==> src/rtl/branch_seq.sv <==
// Branch-resolution sequencer for the LEGv8 EX stage: NZVC flag register,
// PC mux select, pipeline flush pulses, wrong-path squash window and branch counters.
module branch_seq #(
    parameter int FLUSH_CYCLES = 2,
    parameter int CNT_W        = 32
) (
    input  logic             clk,
    input  logic             rst,
    input  logic             ex_valid,
    input  logic             ex_IsBranch,
    input  logic             ex_SetFlags,
    input  logic [1:0]       ex_PCSrc,
    input  logic             Zero,
    input  logic             Negative,
    input  logic             Overflow,
    input  logic             Co,
    input  logic             stall_in,
    input  logic             cnt_clr,
    output logic [1:0]       PCSel,
    output logic             flush_IFID,
    output logic             flush_IDEX,
    output logic             ex_kill,
    output logic             Flag_N,
    output logic             Flag_Z,
    output logic             Flag_V,
    output logic             Flag_C,
    output logic [CNT_W-1:0] br_total,
    output logic [CNT_W-1:0] br_taken
);

    typedef enum logic {
        RUN,
        SQUASH
    } state_t;

    localparam logic [3:0] SQUASH_LOAD = 4'((FLUSH_CYCLES == 0) ? 0 : FLUSH_CYCLES - 1);
    localparam logic [CNT_W-1:0] CNT_MAX = '1;

    state_t     state_q, state_d;
    logic [3:0] cnt_q, cnt_d;
    logic       act;
    logic       redirect;

    // Reset gates the combinational outputs so a reset landing mid-squash never
    // leaks a kill or a redirect into the pipeline during the reset cycle.
    always_comb begin
        act        = (state_q == RUN) && ex_valid && !stall_in && !rst;
        redirect   = act && (ex_PCSrc != 2'b00);
        PCSel      = act ? ex_PCSrc : 2'b00;
        flush_IFID = redirect;
        flush_IDEX = redirect;
        ex_kill    = (state_q == SQUASH) && !rst;
    end

    always_comb begin
        state_d = state_q;
        cnt_d   = cnt_q;
        case (state_q)
            RUN: begin
                if (redirect && (FLUSH_CYCLES != 0)) begin
                    state_d = SQUASH;
                    cnt_d   = SQUASH_LOAD;
                end
            end
            SQUASH: begin
                if (!stall_in) begin
                    if (cnt_q == 4'd0) begin
                        state_d = RUN;
                    end else begin
                        cnt_d = cnt_q - 4'd1;
                    end
                end
            end
            default: begin
                state_d = RUN;
                cnt_d   = 4'd0;
            end
        endcase
    end

    always_ff @(posedge clk) begin
        if (rst) begin
            state_q <= RUN;
            cnt_q   <= 4'd0;
        end else begin
            state_q <= state_d;
            cnt_q   <= cnt_d;
        end
    end

    always_ff @(posedge clk) begin
        if (rst) begin
            Flag_N <= 1'b0;
            Flag_Z <= 1'b0;
            Flag_V <= 1'b0;
            Flag_C <= 1'b0;
        end else if (act && ex_SetFlags) begin
            Flag_N <= Negative;
            Flag_Z <= Zero;
            Flag_V <= Overflow;
            Flag_C <= Co;
        end
    end

    // Counters saturate instead of wrapping; a clear beats a same-cycle increment.
    always_ff @(posedge clk) begin
        if (rst || cnt_clr) begin
            br_total <= '0;
            br_taken <= '0;
        end else if (act && ex_IsBranch) begin
            if (br_total != CNT_MAX) begin
                br_total <= br_total + CNT_W'(1);
            end
            if ((ex_PCSrc != 2'b00) && (br_taken != CNT_MAX)) begin
                br_taken <= br_taken + CNT_W'(1);
            end
        end
    end

endmodule

==> config.mk <==
export PLATFORM = sky130hd
export DESIGN_NAME = branch_seq
export DESIGN_NICKNAME = d
export VERILOG_FILES = /design/src/rtl/branch_seq.sv
export SDC_FILE = /design/constraint.sdc
export NUM_CORES = 1
export LEC_CHECK = 0
export CORE_MARGIN = 4
export CORE_UTILIZATION = 50
export CTS_BUF_LIST = sky130_fd_sc_hd__clkbuf_16
export CTS_CLUSTER_SIZE = 24
export DETAILED_ROUTE_END_ITERATION = 8
export DONT_BUFFER_PORTS = 1
export GPL_ROUTABILITY_DRIVEN = 1
export PLACE_DENSITY = 0.68
export SETUP_SLACK_MARGIN = 0.5
export SLEW_MARGIN = 40
export SYNTH_ARGS = -nofsm -noshare
export SYNTH_HDL_FRONTEND = slang
export SYNTH_SLANG_ARGS = --single-unit
==> constraint.sdc <==
create_clock -name clk -period 2.1 [get_ports clk]
set_input_delay 0.525 -clock clk [delete_from_list [all_inputs] [get_ports clk]]
set_output_delay 0.525 -clock clk [all_outputs]
set_load 0.1 [all_outputs]
### Yosys cells after proc, flatten, opt, wreduce, memory -nomap -nowiden

Cells that the tools add are included.

* word-level logic and storage cells: 42
* output and inout port bits: 73
* register bits after elaboration: 73

* equality and inequality tests: 5
* bitwise logic cells: 1
* $add $sub $neg: 3
* muxes and demuxes: 9
* reduce and logical (&&, ||, !) cells: 16

Operator list (count)
* adder 32 x 1 -> 32 bit, second input constant: 2
* != test 32 bit, second input constant: 2
* 2-to-1 mux 4 bit: 3
* logical AND 1 bit: 8
* case mux 4 bit (2 select lines): 1
* != test 2 bit, second input constant: 3
* zero test 4 bit: 1
* AND reduction 2 bit: 2
* subtractor 4 x 1 -> 4 bit, second input constant: 1
* 2-to-1 mux 1 bit: 3
* AND reduction 3 bit: 1
* zero test 1 bit: 2
* 2-to-1 mux 2 bit: 1
* case mux 1 bit (2 select lines): 1
* nonzero test 2 bit: 1
* logical OR 1 bit: 1
* NOT 1 bit: 1

### Depth between registers and ports, before layout

Gate-level depths: netlist of run 1.

* depth after elaboration: 7
* depth in mapped cells: 8

### Least setup slack after synthesis of run 1

OpenSTA, ideal clock, no wires.

* kind: flip-flop to flip-flop
* start: reg br_taken[19]
* end: reg br_taken[0]
* period minus slack after synthesis: 2.881 ns
* cell stages (with the launch flop): 7
* setup time: 0.128 ns
* data arrival time: 2.754 ns
* setup slack: -0.781 ns
* data required time: 1.972 ns
* buffers on the path: 1
* cells stage by stage: dfxtp_1 > nand4_1 > or4_4 > o31ai_4 > buf_4 > xor2_1 > nor2_1

* longest elaborated chain between the ends: 3

RTL lines
* start, declared: line 28 `output logic [CNT_W-1:0] br_taken`
* start signal, assigned: line 115 `br_taken <= br_taken + CNT_W'(1);`
* != test 32 bit: line 114 `if ((ex_PCSrc != 2'b00) && (br_taken != CNT_MAX)) begin`
* logical AND 1 bit: line 114
* AND reduction 2 bit (no line)

Every way passes these cells.
A chain may end at the register's enable or synchronous reset.

### Worst setup path after layout of run 1

* start: reg state_q
* end: reg br_taken[23]

* longest elaborated chain between the ends: 6

RTL lines
* start, declared: line 39 `state_t state_q, state_d;`
* start signal, assigned: line 86 `state_q <= state_d;`
* NOT 1 bit
* logical AND 1 bit (3 in a row): line 47 `act = (state_q == RUN) && ex_valid && !stall_in && !rst;`
* logical AND 1 bit: line 110 `end else if (act && ex_IsBranch) begin`
* AND reduction 2 bit (no line)

Every way passes these cells.

==> key figures, run 1 <==
Synthesis
  – Sequential area share after synthesis: between 30% and 40%
  – Synthesized flop and latch total: 73
  – Syn Std Cell Area: around 3700 sq um
  – Async S/R FF share, synth: 0%
  – Synthesized net count: 467
  – EDFF count, synth: 0
  – Prevailing post-synth register cell: dfxtp_1
  – Syn Area/Cell: around 8.2 sq um
  – Yosys warnings: 0
  – Netlist cell types: 45
  – Post-synthesis instance total: 451

Setup path
  – Slowest stage cell, crit path: dfxtp_2
  – Reg2reg start: state_q
  – CP Capture Type: flip-flop
  – R2r setup slk: -0.06 ns
  – Arr. time, crit path: 2.35 ns
  – CP bufs+invs: 5
  – Most frequent cell on the critical path: buf_4
  – Crit-path cells: nor4b_4 -> buf_4 -> buf_6 -> o211a_1 -> buf_12 -> nand4_1 -> buf_4 -> buf_4 -> o31ai_1 -> a21oi_1
  – R2r worst-path depth: 10
  – CP Max Fanout: 7
  – Worst path top cell family by delay: buffers and inverters
  – Slowest stage delay, CP: around 0.33 ns
  – CP startpoint kind: flip-flop
  – Setup CP Type: reg2reg
  – WP data required: about 2.3 ns
  – RR Endpoint: br_taken[23]

GRT
  – Global-route wire length before repair: roughly 21000 um
  – Antenna violations before repair: 0
  – GR Overflow Total: 0
  – Vias in the first global route: 4352
  – Total track usage: around 30%
  – Pin count of the biggest net entering global routing: 38

Detailed routing
  – Uppermost routed layer: met4
  – Post-route ant nets: 0
  – Drt pass-1 iters: 5
  – Drt wl/cell: between 20 and 25 um
  – Drt total wl: between 15000 and 20000 um
  – Vias per cell: 6.674
  – Number of remaining DRC errors: 0
  – Vias: 4732
  – Met2 wire length: 8045 um
  – Routed wl met3: about 1300 um
  – Met1 WL: approximately 5700 um
  – Initial detailed-routing violation count: ~290

Cells and area
  – Number of diodes: 0
  – Final instance area: between 6000 and 7000 sq um
  – Post-layout util: approximately 88%
  – Share of cells above drive strength 1: about 57%
  – Fill cells: between 300 and 400
  – Synth-to-Final Area Change: 70.85%
  – Sequential Area: between 1500 and 2000 sq um
  – Multi-input gate area in the final layout: 2711 sq um
  – Final nets: 621

Power and ir drop
  – Worst VDD drop: 0.3841 mV
  – Pleak: ~2.2 nW
  – PwrDens: 465.1 nW/um^2

Placement
  – Detail Placement HPWL: just over 8000 um
  – RePlAce Congestion: around 0.85
  – Area after DPL: between 4000 and 5000 sq um
  – Port bufs: 0

STA
  – Slew Viols, Final: 0
  – Setup-failing EPs final: 11
  – Slew of the pin with the lowest slew margin: roughly 0.57 ns
  – Min Tclk post-route: ~2.2 ns
  – WHS: around 0.25 ns
  – Fin. Hold Viols: 0
  – Slew margin rel.: between 60% and 70%
  – Highest Clock Rate: approximately 460 MHz
  – Tcrit/Tclk final: 102.7%
  – Skew final: 0.005751 ns
  – RSZ-0062 raised after global routing: true
  – Setup ws final: -0.05713 ns

Floorplanning
  – Top-Level Pins: 86
  – DIE AREA: 8831 sq um
  – # rows: 31
  – Initial core utilization: around 51%
  – Die X: about 94 um
  – Core area: 7214 sq um
  – Die Y-Extent: 93.98 um

Clock network
  – Reg clk slew, reported paths: approximately 0.060 ns
  – TritonCTS Buffers: 9
  – Sink Count: 73
  – Worst skew pair latency: about 0.33 ns
  – TritonCTS clock tree: done
  – Hold buffer count at cts: 0
  – # H-tree levels: 3
  – CTS Buffer Depth: 2
  – Root Driver: clkbuf_16

Worst hold path
  – Hold crit path type: in2reg
  – Hold Crit Start: rst
  – Hold Path End: state_q
  – Hold depth: 1

Run
  – Maxcap violations: 0

Run status
  – Outcome: finished with violations
  – Failing checks: negative setup slack
-- worst max path at each step --
stage              from  slack, ns  cells after the start            to
6_report        state_q      -0.06                     10  br_taken[23]
5_1_grt         state_q      -0.17                      8  br_total[19]
4_1_cts         state_q     -0.007                      6    flush_IDEX
3_5_place_dp   stall_in      -0.22                      6  br_total[25]
3_3_place_gp   stall_in      -0.16                      6  br_total[27]
2_1_floorplan  ex_valid      -0.15                      5    flush_IFID
-- placed cells by master (no fill, tap or decap), types with 5 or more instances in the layout --
cell,count
dfxtp_4,62
or4_4,11
a31o_4,5
nor2_1,12
and4_1,6
or4_1,12
a21oi_1,37
buf_4,123
nand2_1,37
o21a_1,5
and3_1,6
inv_1,8
dfxtp_2,5
buf_12,9
nand3_1,24
dfxtp_1,6
o21ai_1,11
a21oi_2,15
nand4_1,18
o21ai_2,7
buf_6,30
or3_1,25
o31ai_1,14
o21ai_0,10
clkbuf_16,11
-- registers in the layout, indices dropped and copies added, names as in the netlist --
register,count
state_q,1
br_taken,32
br_total,32
cnt_q,4
Flag_C,1
Flag_N,1
Flag_V,1
Flag_Z,1
-- layer usage --
metal	track usage (%)	up-vias
li1	-	2071
met1	33.67	2288
met2	52.81	287
met3	8.333	86
met4	15.64	0
met5	0	-
-- cell usage after synthesis (2+ instances only) --
| cell type | instances | area, sq um |
|---|---|---|
| nor2b_1 | 3 | 18.77 |
| o41ai_1 | 3 | 26.28 |
| xor2_1 | 4 | 35.03 |
| and3_1 | 9 | 56.30 |
| o21ai_0 | 23 | 115.1 |
| inv_1 | 9 | 33.78 |
| o31a_1 | 4 | 35.03 |
| a21oi_1 | 53 | 265.3 |
| nand3_1 | 32 | 160.2 |
| or4_1 | 22 | 165.2 |
| nor3_1 | 6 | 30.03 |
| clkbuf_1 | 15 | 56.30 |
| nand4_1 | 18 | 112.6 |
| nor2_1 | 14 | 52.55 |
| a31oi_1 | 3 | 18.77 |
| and4_1 | 12 | 105.1 |
| a31o_2 | 2 | 17.52 |
| ha_1 | 3 | 37.54 |
| a211oi_1 | 2 | 15.01 |
| dfxtp_1 | 73 | 1461 |
| nand2_1 | 41 | 153.9 |
| buf_4 | 2 | 15.01 |
| o21ai_1 | 7 | 35.03 |
| nor4_1 | 6 | 37.54 |
| o311ai_0 | 3 | 26.28 |
| or2_2 | 3 | 18.77 |
| o21a_1 | 5 | 37.54 |
| and2_1 | 4 | 25.02 |
| o211ai_1 | 3 | 22.52 |
| o31ai_1 | 19 | 142.6 |
| or3_1 | 29 | 181.4 |
| buf_2 | 6 | 30.03 |
-- through the flow --
| step | total power, W | worst slack (ns) | setup TNS [ns] | std cells |
|---|---|---|---|---|
| after floorplan | 0.001439 | -0.1481 | -0.5528 | 451 |
| after global placement | 0.001463 | -0.1587 | -1.522 | 635 |
| after detailed placement | 0.001464 | -0.2192 | -1.656 | 635 |
| after CTS | 0.002893 | -0.007164 | -0.01999 | 690 |
| after global routing | 0.003018 | -0.1740 | -2.019 | 709 |
| final | 0.002937 | -0.05713 | -0.3289 | 709 |
-- layout make-up --
| class | count | area share (%) |
|---|---|---|
| clock buffer | 10 | 3.963 |
| sequential | 73 | 26.93 |
| multi-input combinational | 349 | 42.94 |
| clock inverter | 6 | 0.3963 |
| tap | 99 | 1.962 |
| timing repair buffer | 163 | 23.22 |
| inverter | 9 | 0.5944 |
-- kinds of logic after synthesis --
group | Yosys count | synth area share, %
buffers and inverters | 32 | 3.656
and+or+nand+nor | 206 | 32.46
xor gates and xnor gates | 4 | 0.9478
adders and majority gates | 3 | 1.016
AOI/OAI and AO/OA | 132 | 22.07
muxes | 1 | 0.3046
DFF | 73 | 39.54
-- power breakdown --
part           internal [W]  switching (W)  leakage [nW]  total (W)
clock              0.000851       0.000591         0.149    0.00144
combinational     0.0000709       0.000111          1.43   0.000182
sequential          0.00131     0.00000335         0.641    0.00131
-- what timing repair did --
| action | CTS | global route |
|---|---|---|
| pin swaps | 52 | 29 |
| gates resized for setup | 66 | 67 |
| cloned | 3 | 1 |
| setup endpoints to repair | 73 | 74 |
| setup buffers | 36 | 18 |
Power figures use the tool's default switching activity.
==> run 2: changes to the inputs <==
CELL_PAD_IN_SITES_DETAIL_PLACEMENT = 1   (was unset)
CELL_PAD_IN_SITES_GLOBAL_PLACEMENT = 1   (was unset)
CORE_UTILIZATION = 42   (was 50)
PLACE_DENSITY = unset   (was 0.68)
PLACE_DENSITY_LB_ADDON = 0.1   (was unset)
==> key figures, run 2 <==
Clock network
  – TritonCTS Buffers: 9
  – Root Driver: clkbuf_16
  – Hold buffer count at cts: 0
  – CTS Buffer Depth: 2
  – Sink Count: 73
  – # H-tree levels: 3

Synthesis
  – Largest cells by area after synthesis: dfxtp_1, a21oi_1, or3_1
  – Most frequent cell after synthesis: dfxtp_1
  – Synthesized flop and latch total: 73
  – Area share of the largest cell type after synthesis: between 30% and 40%
  – Async S/R FF share, synth: 0%
  – Synthesized net count: about 470
  – EDFF count, synth: 0
  – Netlist cell types: 45
  – Post-synthesis instance total: 451
  – Cell taking the most area after synthesis: dfxtp_1
  – Sequential area share after synthesis: between 30% and 40%
  – Syn Area/Cell: 8.195 sq um
  – Synth top cells by count: dfxtp_1, a21oi_1, nand2_1
  – Yosys warnings: 0
  – Syn Std Cell Area: between 3000 and 4000 sq um
  – Prevailing post-synth register cell: dfxtp_1

Floorplanning
  – Die X: 101.8 um
  – Top-Level Pins: 86
  – Die Y-Extent: between 100 and 150 um
  – Initial core utilization: between 40 and 50%
  – # rows: 33

Run status
  – Fail Step: 5_1_grt
  – Stop err: [ERROR DPL-0033] detailed placement checks failed during check placement.
  – Outcome: aborted with a tool error

Placement
  – Port bufs: 0
  – Detail Placement HPWL: 9747 um
  – RePlAce Congestion: ~0.82

GRT
  – Pin count of the biggest net entering global routing: 29
  – Antenna violations before repair: 1

STA
  – GRT worst endpoint: br_total[23]$_SDFFE_PP0P_/D
  – WEP type: register input
run 2: cell counts after synthesis:
No cell type changed its count.
run 2: metrics by stage:
| step | cells | setup WS (ns) | hold slack (ns) | util, % | instance area, sq um |
|---|---|---|---|---|---|
| after floorplan | 451 | -0.1481 | 0.4297 | - | 4184 |
| after global placement | 647 | -0.1630 | 0.4377 | 60.20 | 5046 |
| after detailed placement | 647 | -0.2468 | 0.4506 | 60.20 | 5046 |
| after CTS | 712 | 0.01556 | 0.2295 | 72.59 | 6085 |
run 2: what timing repair did:
| item | 4_1_cts |
|---|---|
| endpoints found under the setup margin | 73 |
| resized for setup | 86 |
| pin swaps | 50 |
| buffers inserted | 47 |
| cloned | 2 |
run 2: kinds of logic after synthesis:
group           count (synthesis)  synth area share [%]
buf+inv                        32                 3.656
compound gates                132                 22.07
mux                             1                0.3046
fa+ha+maj                       3                 1.016
xor+xnor                        4                0.9478
simple gates                  206                 32.46
flops                          73                 39.54
==> run 3: changes to the inputs <==
CELL_PAD_IN_SITES_DETAIL_PLACEMENT = unset   (was 1)
CELL_PAD_IN_SITES_GLOBAL_PLACEMENT = unset   (was 1)
CORE_UTILIZATION = 35   (was 42)
CTS_BUF_LIST = unset   (was sky130_fd_sc_hd__clkbuf_16)
CTS_CLUSTER_SIZE = unset   (was 24)
PLACE_DENSITY_LB_ADDON = 0.15   (was 0.1)
SETUP_SLACK_MARGIN = unset   (was 0.5)
clock period = 2.7 ns   (was 2.1 ns; I/O delays follow)
==> key figures, run 3 (same netlist as run 1, synthesis figures left out) <==
Clock network
  – # H-tree levels: 3
  – Reg clk slew, reported paths: around 0.080 ns
  – Root Driver: clkbuf_8
  – Resized Gates After CTS: 0
  – Postcts setup bufs: 0
  – Worst skew pair latency: approximately 0.34 ns
  – TritonCTS clock tree: done
  – TritonCTS Buffers: 9
  – Sink Count: 73
  – CTS Buffer Depth: 2
  – Hold buffer count at cts: 0

Power and ir drop
  – Internal: between 0.0015 and 0.002 W
  – Clk pwr share: between 40 and 50%
  – Pleak: 1.552 nW
  – Worst VDD drop: ~0.22 mV
  – Reg power frac: roughly 53%
  – Net Sw Power: 0.0004668 W
  – PwrDens: approximately 440 nW/um^2
  – Sw Ratio: a little under a quarter
  – Combinational group share of total power: 4.5%

Cells and area
  – Final nets: between 500 and 600
  – Multi-input gate area in the final layout: about 2100 sq um
  – Post-layout util: 45.11%
  – Share of cells above drive strength 1: around a quarter
  – Commonest non-fill, non-tap cell in the layout: buf_4
  – Sequential Area: between 1000 and 1500 sq um
  – Number of diodes: 0
  – Fill cells: approximately 1.0k
  – Biggest regs: br_taken (32), br_total (32), cnt_q (4)
  – Synth-to-Final Area Change: 26.00%
  – Most frequent cells in the layout: buf_4, dfxtp_1, a21oi_1

STA
  – Min Tclk post-route: approximately 2.5 ns
  – Slew of the pin with the lowest slew margin: approximately 0.64 ns
  – Slew margin rel.: between 50% and 60%
  – Tcrit/Tclk final: 93.81%
  – Slew Viols, Final: 0
  – Skew final: 0.01200 ns
  – Setup-failing EPs final: 0
  – Fin. Hold Viols: 0
  – Total negative slack: 0 ns
  – RSZ-0062 raised after global routing: false
  – Highest Clock Rate: slightly below 400 MHz

Run status
  – Outcome: complete, no violations

Setup path
  – CP Max Fanout: 15
  – Setup CP Type: in2out
  – WP data required: approximately 2 ns
  – CP startpoint kind: input pin
  – Crit-path cells: nor4b_4 -> buf_4 -> o21ai_0 -> clkinvlp_4 -> buf_12
  – CP Capture Type: output port
  – Slowest stage cell, crit path: nor4b_4
  – Slowest stage delay, CP: ~0.41 ns
  – Arr. time, crit path: around 1.9 ns

GRT
  – Total track usage: about 17%
  – Vias in the first global route: 3524
  – Antenna violations before repair: 0
  – Global-route wire length before repair: 17750 um
  – GR Overflow Total: 0
  – Pin count of the biggest net entering global routing: 31

Floorplanning
  – Top-Level Pins: 86
  – Core area: between 10000 and 15000 sq um
  – Die Y-Extent: 110.8 um
  – DIE AREA: 12270 sq um
  – # rows: 37
  – Die X: about 110 um
  – Initial core utilization: 35.80%

Placement
  – Detail Placement HPWL: approximately 8000 um
  – RePlAce Congestion: between 0.8 and 0.9
  – Port bufs: 0

Detailed routing
  – Number of remaining DRC errors: 0
  – Initial detailed-routing violation count: 177
  – Vias: about 3.8k
  – Post-route ant nets: 0
  – Drt total wl: about 11000 um
  – Vias per cell: ~5.8
  – Drt pass-1 iters: 4
  – Drt wl/cell: 16.02 um

Run
  – Maxcap violations: 0

Worst hold path
  – Hold crit path type: in2reg
-- run 3: area by class of cell --
class | count | area share, %
Inverter | 9 | 0.8060
Clock inverter | 3 | 0.8598
Sequential cell | 73 | 31.76
Multi-Input combinational cell | 346 | 45.30
Timing Repair Buffer | 82 | 14.29
Tap cell | 136 | 3.654
Clock buffer | 12 | 3.332
-- run 3: routing by layer --
metal  share of wire (%)  global-route usage, %  vias up
met5                   0                      0        -
li1                    -                      -     1883
met1                  46                  22.48     1824
met4                 1.9                  6.568        0
met3                 7.1                  5.349       14
met2                  45                  26.29      104
-- run 3: worst paths after layout --
check                            startpoint      endpoint  slack, ns  cells past startpoint
worst max-delay path                    rst    flush_IFID       0.17                      5
worst min-delay path                    rst        Flag_V       0.40                      1
worst max register to register  br_total[4]  br_total[27]       0.43                      5
worst min register to register       Flag_V        Flag_V       0.47                      2
-- run 3: power groups by stage --
stage	Clock (W)	Combinational, W	Sequential [W]
finish	0.000869	0.0000911	0.00108
global route	0.000951	0.0000980	0.00108
CTS	0.000899	0.0000915	0.00108
detailed placement	0	0.0000914	0.00111
global placement	0	0.0000912	0.00111
floorplan	0	0.0000558	0.00112
-- run 3: worst max-delay path, delay by kind of cell --
kind	cells	cell delay (ns)
and+or+nand+nor	1	0.41
buffers and inverters	3	0.61
AOI/OAI and AO/OA	1	0.16
-- run 3: per-stage QoR --
| step | area [sq um] | instances | total power, W | setup WS [ns] | hold WS, ns |
|---|---|---|---|---|---|
| after floorplan | 3720 | 451 | 0.001174 | -0.09757 | 0.4297 |
| after global placement | 4454 | 646 | 0.001197 | 0.1267 | 0.4443 |
| after detailed placement | 4462 | 646 | 0.001198 | 0.08954 | 0.4530 |
| after CTS | 4657 | 661 | 0.002071 | 0.08815 | 0.3708 |
| after global routing | 4657 | 661 | 0.002130 | 0.01761 | 0.3574 |
| final | 4657 | 661 | 0.002041 | 0.1672 | 0.3957 |
==> run 4: changes to the inputs <==
TNS_END_PERCENT = 30   (was unset)
==> key figures, run 4 (same netlist as run 1, synthesis figures left out) <==
STA
  – RSZ-0062 raised after global routing: false
  – Skew final: ~0.0066 ns
  – Setup-failing EPs final: 0
  – Slew Viols, Final: 0
  – WHS: around 0.38 ns
  – Tcrit/Tclk final: between 90% and 100%
  – Highest Clock Rate: 391.6 MHz
  – Min Tclk post-route: between 2 and 3 ns
  – Slew of the pin with the lowest slew margin: 0.6599 ns
  – Fin. Hold Viols: 0
  – Slew margin rel.: between 50% and 60%

Worst hold path
  – Hold crit path type: in2reg

GRT
  – Antenna violations before repair: 0
  – Pin count of the biggest net entering global routing: 31
  – Total track usage: between 10% and 20%
  – Global-route wire length before repair: ~18000 um
  – Vias in the first global route: 3537
  – GR Overflow Total: 0

Setup path
  – CP Max Fanout: 15
  – CP Capture Type: output port
  – R2r setup slk: approximately 0.38 ns
  – CP bufs+invs: 3
  – CP startpoint kind: input pin
  – RR Endpoint: br_total[16]
  – Reg2reg start: br_total[0]
  – Worst setup path endpoint: flush_IDEX
  – Cell depth of the worst setup path: 5
  – R2r worst-path depth: 7
  – Setup CP Type: in2out
  – Worst path top cell family by delay: buffers and inverters
  – WP data required: between 2 and 2.5 ns
  – Worst Setup SP: rst
  – Slowest stage delay, CP: 0.39 ns
  – Slowest stage cell, crit path: nor4b_4
  – Crit-path cells: nor4b_4 -> buf_4 -> o21ai_0 -> clkinvlp_4 -> buf_12
  – Arr. time, crit path: approximately 1.9 ns

Power and ir drop
  – PwrDens: 447.0 nW/um^2
  – Pleak: 1.552 nW
  – Combinational group share of total power: under 10%
  – Worst VDD drop: between 0.2 and 0.25 mV
  – Sw Ratio: approximately 23%
  – Clk pwr share: a little over two fifths
  – Internal: about 0.0016 W
  – Net Sw Power: around 0.00048 W
  – Reg power frac: between 50% and 60%

Clock network
  – Reg clk slew, reported paths: roughly 0.08 ns
  – Root Driver: clkbuf_8
  – Worst skew pair latency: 0.35 ns
  – CTS Buffer Depth: 2
  – TritonCTS Buffers: 9
  – # H-tree levels: 3
  – Sink Count: 73
  – Postcts setup bufs: 0
  – TritonCTS clock tree: done

Cells and area
  – Synth-to-Final Area Change: 25.90%
  – Most frequent cells in the layout: buf_4, dfxtp_1, a21oi_1
  – Final nets: ~540
  – Commonest non-fill, non-tap cell in the layout: buf_4
  – Share of cells above drive strength 1: 23.19%
  – Fill cells: around 1.1k
  – Number of diodes: 0
  – Biggest regs: br_taken (32), br_total (32), cnt_q (4)
  – Post-layout util: 45.07%

Detailed routing
  – Drt pass-1 iters: 4
  – Initial detailed-routing violation count: roughly 200
  – Drt total wl: 10810 um
  – Vias: about 3.8k
  – Drt wl/cell: 16.32 um
  – Vias per cell: 5.752
  – Number of remaining DRC errors: 0
  – Post-route ant nets: 0

Run
  – Maxcap violations: 0

Floorplanning
  – DIE AREA: 12270 sq um
  – # rows: 37
  – Core area: between 10000 and 15000 sq um
  – Die Y-Extent: 110.8 um
  – Initial core utilization: 35.80%
  – Die X: roughly 110 um
  – Top-Level Pins: between 80 and 90

Run status
  – Outcome: complete, no violations

Placement
  – Port bufs: 0
  – Detail Placement HPWL: approximately 7900 um
  – RePlAce Congestion: ~0.85
## run 4: cell count changes in the layout (fill, tap and decap cells not counted), sizes merged
cell	before	now
clkinv	2	1
clkbuf	12	14
## run 4: timing repair
| action | 4_1_cts | 5_1_grt |
|---|---|---|
| endpoints found under the setup margin | 0 | 2 |
| hold buffers | 0 | 0 |
| resized for setup | 0 | 0 |
## run 4: worst min path at each step
stage,startpoint,endpoint,slack [ns],cells after the start
2_1_floorplan,cnt_q[3],cnt_q[3],0.43,1
3_3_place_gp,cnt_q[3],cnt_q[3],0.45,1
5_1_grt,rst,Flag_C,0.35,1
3_5_place_dp,cnt_q[3],cnt_q[3],0.45,1
6_report,rst,Flag_C,0.38,1
4_1_cts,rst,Flag_C,0.36,1
## run 4: cell type report
cell class                      instances  area, sq um  area share [%]
Tap cell                              136        170.2           3.657
Multi-Input combinational cell        346         2110           45.33
Timing Repair Buffer                   82        653.1           14.04
Clock inverter                          2        35.03          0.7529
Clock buffer                           14        172.7           3.711
Sequential cell                        73         1475           31.70
Inverter                                9        37.54          0.8067
## run 4: stage by stage
| step | worst slack (ns) | TNS (ns) | total power [W] | std cells | cell area, sq um |
|---|---|---|---|---|---|
| after floorplan | -0.09757 | -0.2779 | 0.001174 | 451 | 3716 |
| after global placement | 0.1061 | 0 | 0.001195 | 646 | 4438 |
| after detailed placement | 0.06322 | 0 | 0.001195 | 646 | 4446 |
| after CTS | 0.03951 | 0 | 0.002112 | 662 | 4653 |
| after global routing | 0.01461 | 0 | 0.002161 | 662 | 4653 |
| final | 0.1466 | 0 | 0.002080 | 662 | 4653 |
## run 4: power by group through the flow
| stage | clock (W) | combinational (W) | sequential [W] |
|---|---|---|---|
| 2_1_floorplan | 0 | 0.0000558 | 0.00112 |
| 3_3_place_gp | 0 | 0.0000886 | 0.00111 |
| 3_5_place_dp | 0 | 0.0000890 | 0.00111 |
| 4_1_cts | 0.000941 | 0.0000894 | 0.00108 |
| 5_1_grt | 0.000985 | 0.0000953 | 0.00108 |
| 6_report | 0.000910 | 0.0000891 | 0.00108 |
## run 4: layer usage
metal  share of wire (%)  GRT usage, %  up-vias
met5                   0             0        -
met4                 1.3         5.665        0
met3                 8.2         6.004       10
met2                  44         26.82       94
met1                  46         23.12     1814
li1                    -             -     1890
==> variant 1, RTL diff (settings of run 1) <==
`CNT_W`: 32 -> 64.
--- a/src/rtl/branch_seq.sv
+++ b/src/rtl/branch_seq.sv
@@ -2,7 +2,7 @@
 // PC mux select, pipeline flush pulses, wrong-path squash window and branch counters.
 module branch_seq #(
     parameter int FLUSH_CYCLES = 2,
-    parameter int CNT_W        = 32
+    parameter int CNT_W        = 64
 ) (
     input  logic             clk,
     input  logic             rst,
Ports: changed (resized br_taken and br_total); port bits go from 86 to 150. No check against the original RTL was run, so the function may have changed too.
==> variant 1 against run 1 <==
  * The flow now stops in global routing
  * Synthesized area increased by 97%
==> variant 1: results (changes against run 1) <==
| Metric | Value |
|---|---|
| Status | `aborted with a tool error` |
| Halt Stage | `global routing` |
| Stop err | `[ERROR DPL-0038] Utilization greater than 100%, impossible to legalize` |
| Synth area leaders | `dfxtp_1, nand2_1, or3_1, nand3_1, nor2_1` |
| Post-synth top cells | `dfxtp_1, nand2_1, nor2_1` |
| CTS sink cnt | `137 (+88%)` |
| # port buffers | `0 (unchanged)` |
| Area after DPL | `10700 µm² (+110%)` |
| Worst EP Category | `register data pin` |
| Syn Nets | `926 (+98%)` |
| Hpwl dp | `19.37 mm (+140%)` |
| Library cells used by synthesis | `60 (+33%)` |
| Largest net degree at the start of global routing | `40` |
| RePlAce Congestion | `0.9453 (+11%)` |
| CTS Buffer Depth | `2 (unchanged)` |
| Synthesized area | `7283 µm² (+97%)` |
| Root Driver | `clkbuf_16` |
| Pre-CTS WS | `-0.4673 ns (-0.2482 ns)` |
| Post-GRT worst EP | `br_total[39]$_SDFFE_PP0P_/D` |
| Yosys warns | `0 (unchanged)` |
| Share of flip-flops with an asynchronous set or reset | `0% (unchanged)` |
| Sequential share of the synthesized area | `37.66% (-1.9 points)` |
| Placed Instances | `1334 (+110%)` |
| Cell count after synthesis | `910 (+100%)` |
| Num CTS Buffers | `17 (+8)` |
| Main synth FF type | `dfxtp_1` |
| H-tree depth | `4 (+1)` |
variant 1: what timing repair did:
action,4_1_cts
cloned,1
resized for setup,361
pin swaps,94
endpoints found under the setup margin,243
setup buffers,42
variant 1: cell families after synthesis:
| kind of cell | count (synthesis) | share of synthesized area, % |
|---|---|---|
| buffers and inverters | 59 | 3.247 |
| multiplexers | 20 | 2.749 |
| flip-flops | 137 | 37.66 |
| adder cells (fa/ha/maj) | 3 | 0.5154 |
| XOR/XNOR | 47 | 5.652 |
| AO/OA/AOI/OAI | 156 | 13.67 |
| AND/OR/NAND/NOR | 488 | 36.51 |
variant 1: per-stage QoR:
step           util, %  hold slack [ns]
4_1_cts          93.33           0.1531
2_1_floorplan        -           0.4883
3_5_place_dp     75.89           0.4513
3_3_place_gp     75.89           0.4385
==> variant 2, RTL diff (settings of run 1) <==
Made on the original files. Register the output `Flag_C` once more; this adds one clock of latency there. The other outputs are not delayed to match.
--- a/src/rtl/branch_seq.sv
+++ b/src/rtl/branch_seq.sv
@@ -35,6 +35,8 @@
 
     localparam logic [3:0] SQUASH_LOAD = 4'((FLUSH_CYCLES == 0) ? 0 : FLUSH_CYCLES - 1);
     localparam logic [CNT_W-1:0] CNT_MAX = '1;
+
+    logic Flag_C_s0;
 
     state_t     state_q, state_d;
     logic [3:0] cnt_q, cnt_d;
@@ -93,12 +95,12 @@
             Flag_N <= 1'b0;
             Flag_Z <= 1'b0;
             Flag_V <= 1'b0;
-            Flag_C <= 1'b0;
+            Flag_C_s0 <= 1'b0;
         end else if (act && ex_SetFlags) begin
             Flag_N <= Negative;
             Flag_Z <= Zero;
             Flag_V <= Overflow;
-            Flag_C <= Co;
+            Flag_C_s0 <= Co;
         end
     end
 
@@ -117,5 +119,9 @@
         end
     end
 
+    always_ff @(posedge clk) begin
+        Flag_C <= Flag_C_s0;
+    end
+
 endmodule
 
Formal check against the unedited RTL: not equivalent (a bounded check fails within 4 cycles, from zero or initial values and one cycle with rst high).
==> variant 2 against run 1 <==
  * The flow still finishes with violations (setup timing)
  * Routed wire length fell by 6.1%
  * Power fell by 2.1%
  * Worst setup slack improved by 0.031 ns
  * Global-route usage fell by 0.087 points
  * First-iteration DRC count rose by 12%
  * Synthesized area rose by 0.54%
  * Clock skew rose by 0.0056 ns
  * Cell area fell by 0.95%
  * Hold slack improved by 0.0019 ns
  * Sequential cell count rose by 1
  * Largest power group unchanged
==> variant 2: results (changes against run 1) <==
| Metric | Value |
|---|---|
| First-pass GRT wire length | `21.24 mm (+0.43%)` |
| Setup slack, reg-to-reg | `0.01 ns (+0.07 ns)` |
| Ratio of cells with drive above 1 in the final layout | `60.54% (+3.3 points)` |
| Synth area leaders | `dfxtp_1, a21oi_1, or3_1, or4_1, nand3_1` |
| Delay-heaviest family, CP | `buffers and inverters` |
| Skew final | `0.01140 ns (+0.005645 ns)` |
| Failing checks | `setup timing` |
| Leak | `0.002173 µW (-2.1%)` |
| CP Max Fanout | `6 (-1)` |
| CTS Buffer Depth | `2 (unchanged)` |
| Vias in the first global route | `4342 (-0.23%)` |
| GR Util All Layers | `30.30% (-0.087 points)` |
| Num CTS Buffers | `9 (unchanged)` |
| Clock latency on the worst-skew pair | `0.33 ns (about the same)` |
| Final setup fails | `2 (-9)` |
| Post-synth top cells | `dfxtp_1, a21oi_1, nand2_1` |
| Worst Hold End | `cnt_q[3]` |
| Max VDD drop | `426.5 µV (+11%)` |
| RePlAce Congestion | `0.8273 (-2.9%)` |
| Syn Nets | `468 (+0.21%)` |
| Overflow left after global routing | `0 (unchanged)` |
| Status | `finished with violations` |
| Library cells used by synthesis | `45 (unchanged)` |
| # port buffers | `0 (unchanged)` |
| Worst setup endpoint | `flush_IDEX` |
| Hpwl dp | `8.355 mm (+2.8%)` |
| ANT cells | `0 (unchanged)` |
| Crit-path slowest cell | `dfxtp_2` |
| H-tree depth | `3 (unchanged)` |
| RR Endpoint | `br_taken[25]` |
| Max_slew headroom | `68.87% (+6.9 points)` |
| Yosys warns | `0 (unchanged)` |
| First-iteration detailed-routing DRC count | `321 (+12%)` |
| Largest net degree at the start of global routing | `31 (-18%)` |
| Worst path arrival time | `1.60 ns (-0.75 ns)` |
| Worst min-delay path startpoint | `rst` |
| Via/cell ratio | `6.574 (-1.5%)` |
| Net count, final | `609 (-1.9%)` |
| Sequential share of the synthesized area | `39.87% (+0.33 points)` |
| Pre-CTS WS | `-0.1971 ns (+0.02204 ns)` |
| Type of the most critical hold path | `in2reg` |
| Worst Reg2Reg Path Length in Cells | `7 (-3)` |
| Final WS setup | `-0.02617 ns (+0.03096 ns)` |
| Initial antenna violation count | `0 (unchanged)` |
| Worst setup path startpoint | `state_q` |
| Synth area leader | `dfxtp_1` |
| Reg clk slew, reported paths | `0.06 ns (about the same)` |
| WL per Instance | `21.32 µm (-4.5%)` |
==> variant 2: repair_timing <==
action | in CTS | in global routing
pin swaps | 41 | 37
resized for setup | 58 | 94
endpoints found under the setup margin | 73 | 75
hold buffers | 0 | 0
gates cloned | 3 | 2
buffers inserted | 33 | 6
endpoints found under the hold margin | 0 | 0
==> variant 2: layer usage <==
metal	GRT usage [%]	part of all wire, %	vias up	wire (µm)
li1	-	-	2043	-
met1	33.94	37	2234	5480
met2	52.30	52	242	7685
met3	8.413	7.6	63	1125
met4	15.16	3.8	0	570
met5	0	0	-	0
==> variant 2: where the power goes <==
group          switching [µW]  internal (µW)
Sequential               4.00           1330
Combinational             112           66.9
Clock                     585            780
==> variant 2: cell type report <==
cell class              count  area [µm²]
clock buffers               9       225.2
clock inverters             7       33.78
fillers                   367       998.5
inverters                   9       37.54
multi-input cells         348        2780
flip-flops and latches     74        1720
well taps                  99       123.9
repair buffers            151        1334
==> variant 2: cell families (layout without fill, tap and decap cells) <==
family,Yosys count,in the layout,synth area share (%)
AOI/OAI and AO/OA,132,134,21.95
xor gates and xnor gates,4,4,0.9427
adders and majority gates,3,3,1.010
buffers and inverters,32,176,3.636
DFF,74,74,39.87
muxes,1,1,0.3030
and+or+nand+nor,206,206,32.29
==> variant 2: per-stage QoR <==
stage	cell area (µm²)	instances	hold WS (ns)	TNS [ns]
after floorplan	4204	452	0.3306	-0.5528
after CTS	5792	689	0.2371	0
after global routing	6255	697	0.2412	-0.8584
final	6255	697	0.2511	-0.05187
after detailed placement	5009	637	0.3449	-2.841
after global placement	5009	637	0.3376	-2.118
